==> config.mk <==
export PLATFORM = sky130hd
export DESIGN_NAME = rsa_keygen_seq
export DESIGN_NICKNAME = d
export VERILOG_FILES = /design/src/rtl/rsa_keygen_seq.sv
export SDC_FILE = /design/constraint.sdc
export NUM_CORES = 1
export LEC_CHECK = 0
export CAP_MARGIN = 10
export CORE_MARGIN = 2
export CORE_UTILIZATION = 65
export CTS_CLUSTER_DIAMETER = 30
export CTS_CLUSTER_SIZE = 28
export DETAILED_ROUTE_END_ITERATION = 16
export GPL_ROUTABILITY_DRIVEN = 0
export PLACE_DENSITY = 0.84
export SYNTH_ARGS = -nofsm -noshare
export SYNTH_HDL_FRONTEND = slang
export SYNTH_SLANG_ARGS = --single-unit
export TNS_END_PERCENT = 1
==> constraint.sdc <==
create_clock -name clk -period 31.7 [get_ports clk]
set_input_delay 6.34 -clock clk [delete_from_list [all_inputs] [get_ports clk]]
set_output_delay 6.34 -clock clk [all_outputs]
set_load 0.1 [all_outputs]
==> src/rtl/rsa_keygen_seq.sv <==
// Sequential RSA key generator: N = P*Q and D = E^-1 mod (P-1)(Q-1)
// using an extended-Euclid datapath that takes one quotient step per cycle.
module rsa_keygen_seq #(
  parameter int WIDTH = 4
) (
  input  logic               clk,
  input  logic               rst_n,
  input  logic               in_valid,
  input  logic [WIDTH-1:0]   IN_P,
  input  logic [WIDTH-1:0]   IN_Q,
  input  logic [2*WIDTH-1:0] IN_E,
  output logic               busy,
  output logic               out_valid,
  output logic [2*WIDTH-1:0] OUT_N,
  output logic [2*WIDTH-1:0] OUT_D,
  output logic               out_err
);

  localparam int NW = 2 * WIDTH;
  localparam int TW = 2 * WIDTH + 2;

  typedef enum logic [1:0] {
    S_IDLE,
    S_INIT,
    S_ITER,
    S_FIX
  } state_t;

  state_t state_q, state_d;

  logic [WIDTH-1:0]     p_q, q_q;
  logic [NW-1:0]        e_q, phi_q;
  logic [NW-1:0]        r0_q, r1_q;
  logic signed [TW-1:0] t0_q, t1_q;
  logic                 err_q;
  logic                 arm_q;

  logic                 accept;
  logic                 init_bad;
  logic                 fix_err;
  logic [NW-1:0]        phi_c;
  logic [NW-1:0]        quo;
  logic [NW-1:0]        r_nxt;
  logic signed [TW-1:0] t_nxt;
  logic signed [TW-1:0] d_ext;

  // arm_q blocks a request that coincides with reset release
  assign accept = in_valid && !busy && arm_q;

  always_comb begin
    phi_c = '0;
    if (p_q >= WIDTH'(2) && q_q >= WIDTH'(2))
      phi_c = NW'(p_q - 1'b1) * NW'(q_q - 1'b1);
  end

  assign init_bad = (phi_c == '0) || (e_q == '0) ||
                    (e_q >= phi_c);

  assign quo   = (r1_q != '0) ? r0_q / r1_q : '0;
  assign r_nxt = r0_q - quo * r1_q;
  assign t_nxt = t0_q - $signed({2'b00, quo}) * t1_q;

  // bring a negative coefficient into [1, phi-1] before truncation
  assign d_ext = t0_q[TW-1] ? t0_q + $signed({2'b00, phi_q})
                            : t0_q;
  assign fix_err = err_q || (r0_q != NW'(1));

  always_comb begin
    state_d = state_q;
    unique case (state_q)
      S_IDLE: if (accept) state_d = S_INIT;
      S_INIT: state_d = init_bad ? S_FIX : S_ITER;
      S_ITER: if (r_nxt == '0) state_d = S_FIX;
      S_FIX:  state_d = S_IDLE;
    endcase
  end

  always_ff @(posedge clk or negedge rst_n) begin
    if (!rst_n) state_q <= S_IDLE;
    else        state_q <= state_d;
  end

  always_ff @(posedge clk or negedge rst_n) begin
    if (!rst_n) begin
      p_q       <= '0;
      q_q       <= '0;
      e_q       <= '0;
      phi_q     <= '0;
      r0_q      <= '0;
      r1_q      <= '0;
      t0_q      <= '0;
      t1_q      <= '0;
      err_q     <= 1'b0;
      arm_q     <= 1'b0;
      busy      <= 1'b0;
      out_valid <= 1'b0;
      OUT_N     <= '0;
      OUT_D     <= '0;
      out_err   <= 1'b0;
    end else begin
      arm_q <= 1'b1;
      unique case (state_q)
        S_IDLE: begin
          out_valid <= 1'b0;
          OUT_N     <= '0;
          OUT_D     <= '0;
          out_err   <= 1'b0;
          busy      <= accept;
          if (accept) begin
            p_q <= IN_P;
            q_q <= IN_Q;
            e_q <= IN_E;
          end
        end
        S_INIT: begin
          phi_q <= phi_c;
          r0_q  <= phi_c;
          r1_q  <= e_q;
          t0_q  <= '0;
          t1_q  <= TW'(1);
          err_q <= init_bad;
        end
        S_ITER: begin
          r0_q <= r1_q;
          r1_q <= r_nxt;
          t0_q <= t1_q;
          t1_q <= t_nxt;
        end
        S_FIX: begin
          out_valid <= 1'b1;
          OUT_N     <= NW'(p_q) * NW'(q_q);
          OUT_D     <= fix_err ? '0 : d_ext[NW-1:0];
          out_err   <= fix_err;
        end
      endcase
    end
  end

endmodule
==> results.json <==
{
  "run_status": "completed",
  "cpMaxStageDelayCell": "a21oi_1",
  "maxSlewViolCount": 0,
  "ys_seq_area_share_pct": 21.5,
  "hpwlAfterDp_mm": 17.4,
  "hold_path_depth": 1,
  "clock.fmax_mhz": 61.0,
  "initial_utilization_pct": 66.4,
  "grt_antenna_before_repair": 0,
  "htreeDepth": 3,
  "hold_violations": 0,
  "drv_cap": 0,
  "synth_fp_nets": 1310,
  "syn_inst": 1090,
  "crit_path_max_incr_delay_ns": 0.89,
  "worstPathArrival_ns": 16.64,
  "synthTopCellsByArea": "dfrtp_1 22%, ha_1 18%, fa_1 13%",
  "wire_per_inst_um": 17.5,
  "synth_top_family_by_area": "adder cells",
  "rsz0062_at_grt": "no",
  "cp-end-kind": "register",
  "dr.pass1.iters": 6,
  "hold_buffers": 0,
  "insertion_delay_ns": 0.35,
  "ant_nets": 0,
  "core_mm2": 0.0145,
  "post-route-util_pct": 71.9,
  "ioPinCount": 38,
  "route.detailed.drc": 0,
  "async_reset_ff_share_pct": 100,
  "cts_root_buffer": "clkbuf_16",
  "slew_headroom_pct": 24.6,
  "layout_common_cells": "145 x inv_1, 135 x ha_1, 89 x nor2_1",
  "critical_path.max_fanout": 21,
  "setup_ws_ns": 15.30,
  "drt_first_iter_violations": 588,
  "vias": 7762,
  "synth_edf_count": 0,
  "post-route-period-util_pct": 51.7,
  "clock_path_buffers": 2,
  "cts.sinks": 83,
  "first_global_vias": 8036,
  "grt_pass1_wl_mm": 39.0,
  "fin_tns_setup_ns": 0,
  "yosys_most_used_dff": "dfrtp_1",
  "synth_top_area_share_pct": 21.5,
  "synth_compound_area_share_pct": 14.1,
  "post-cts-setup-buffers": 0,
  "synthAdderAreaFrac_pct": 31.1,
  "drt-total-wl_mm": 22.5,
  "area.growth.synth_to_final_pct": 8.29,
  "layout.nets": 1318,
  "die_h_um": 126,
  "crit_top_cell": "ha_1",
  "synthMuxAreaShare_pct": 4.91,
  "gr-usage-all-layers_pct": 30.2,
  "fill_cells": 1110,
  "required_ns": 31.94,
  "critPathLaunchType": "register",
  "fin_skew_ns": 0.00882,
  "final_common_cell": "inv_1",
  "syn_area_per_cell_um2": 8.86,
  "antenna_cells": 0,
  "row_count": 44,
  "via_per_inst": 6.03,
  "die-area_mm2": 0.0158,
  "yosysUniqueCellTypes": 61,
  "synth_simple_gate_area_share_pct": 14.6,
  "critPathKind": "register to register",
  "io_buffers": 37,
  "ys_ff_latch": 83,
  "final_layout_size_suffix_gt1_share_pct": 6.89,
  "synth_area_mm2": 0.00966,
  "grt_max_degree": 88,
  "holdCritPathClass": "register to register",
  "finalCriticalPeriod_ns": 16.40,
  "die_w_um": 126,
  "synth_xor_area_share_pct": 6.14,
  "synth_warnings": 0,
  "clk_pin_slew_worst_paths_ns": 0.06,
  "yosysTopAreaCell": "dfrtp_1",
  "pre_cts_slack_ns": 15.60,
  "cts.repair.resized": 0,
  "worstMarginPinSlew_ns": 1.13,
  "overflow": 0,
  "setup-violations-final": 0,
  "reg2reg_depth": 58,
  "cts_made_buffers": 9,
  "cts_tree": "built"
}
[per-stage QoR]
| step | cell area, um2 | hold WS (ns) | std cells |
|---|---|---|---|
| 2_1_floorplan | 9660 | 0.482 | 1090 |
| 3_3_place_gp | 10100 | 0.461 | 1271 |
| 3_5_place_dp | 10100 | 0.468 | 1271 |
| 4_1_cts | 10500 | 0.482 | 1287 |
| 5_1_grt | 10500 | 0.512 | 1287 |
| 6_report | 10500 | 0.475 | 1287 |
[layer usage]
layer  vias up  GRT usage (%)  routed length, um
met1      3716           39.3               9550
met3        66           5.10               1330
met4         0           11.6                739
li1       3705              -                  -
met5         -              0                  0
met2       275           50.8              10900
[cell usage after synthesis, drive strengths merged (13+ instances only)]
| master | instances |
|---|---|
| inv | 145 |
| ha | 136 |
| nor2 | 89 |
| dfrtp | 83 |
| fa | 65 |
| nand2 | 64 |
| a21oi | 58 |
| o21ai | 54 |
| xnor2 | 52 |
| clkbuf | 42 |
| nor3 | 36 |
| mux2 | 34 |
| nand3 | 33 |
| o21a | 23 |
| a21o | 21 |
| and3 | 21 |
| and2 | 13 |
[cells by family after synthesis]
kind of cell	after synthesis
AOI/OAI and AO/OA	212
xor gates and xnor gates	63
adders and majority gates	201
buffers and inverters	193
DFF	83
muxes	42
other	1
and+or+nand+nor	295
[sequential cells by signal (all words and copies together) (netlist names), 2 cells and up]
name and count:
q_q 4, OUT_N 8, p_q 4, state_q 2, phi_q 8, OUT_D 8
t0_q 10, r0_q 8, r1_q 8, t1_q 10, e_q 8
[final timing paths]
check	start	slack, ns	to
setup / recovery	r1_q[0]	15.30	state_q[1]
setup reg to reg	r1_q[0]	15.30	state_q[1]
max in group asynchronous	rst_n	24.74	t0_q[7]
hold reg to reg	out_valid	0.47	out_valid
min in group asynchronous	rst_n	5.86	e_q[4]
hold / removal	out_valid	0.47	out_valid
[layout make-up]
type | count | area, um2 | share of cell area [%]
repair buffers | 44 | 420 | 4.02
clock buffers | 11 | 243 | 2.32
multi-input cells | 814 | 6850 | 65.5
well taps | 184 | 230 | 2.20
flip-flops and latches | 83 | 2080 | 19.9
inverters | 146 | 548 | 5.24
clock inverters | 5 | 85.1 | 0.814
[worst max-delay path: cells and delay by family (launching register included)]
kind,cells,cell delay [ns]
compound gates,28,6.75
fa+ha+maj,13,4.59
buf+inv,5,1.17
flops,1,0.58
mux,5,1.86
simple gates,7,1.32
Power is left out: the tool's default activity adds up to more than one toggle a clock period on the data nets, which glitch-free logic cannot reach.
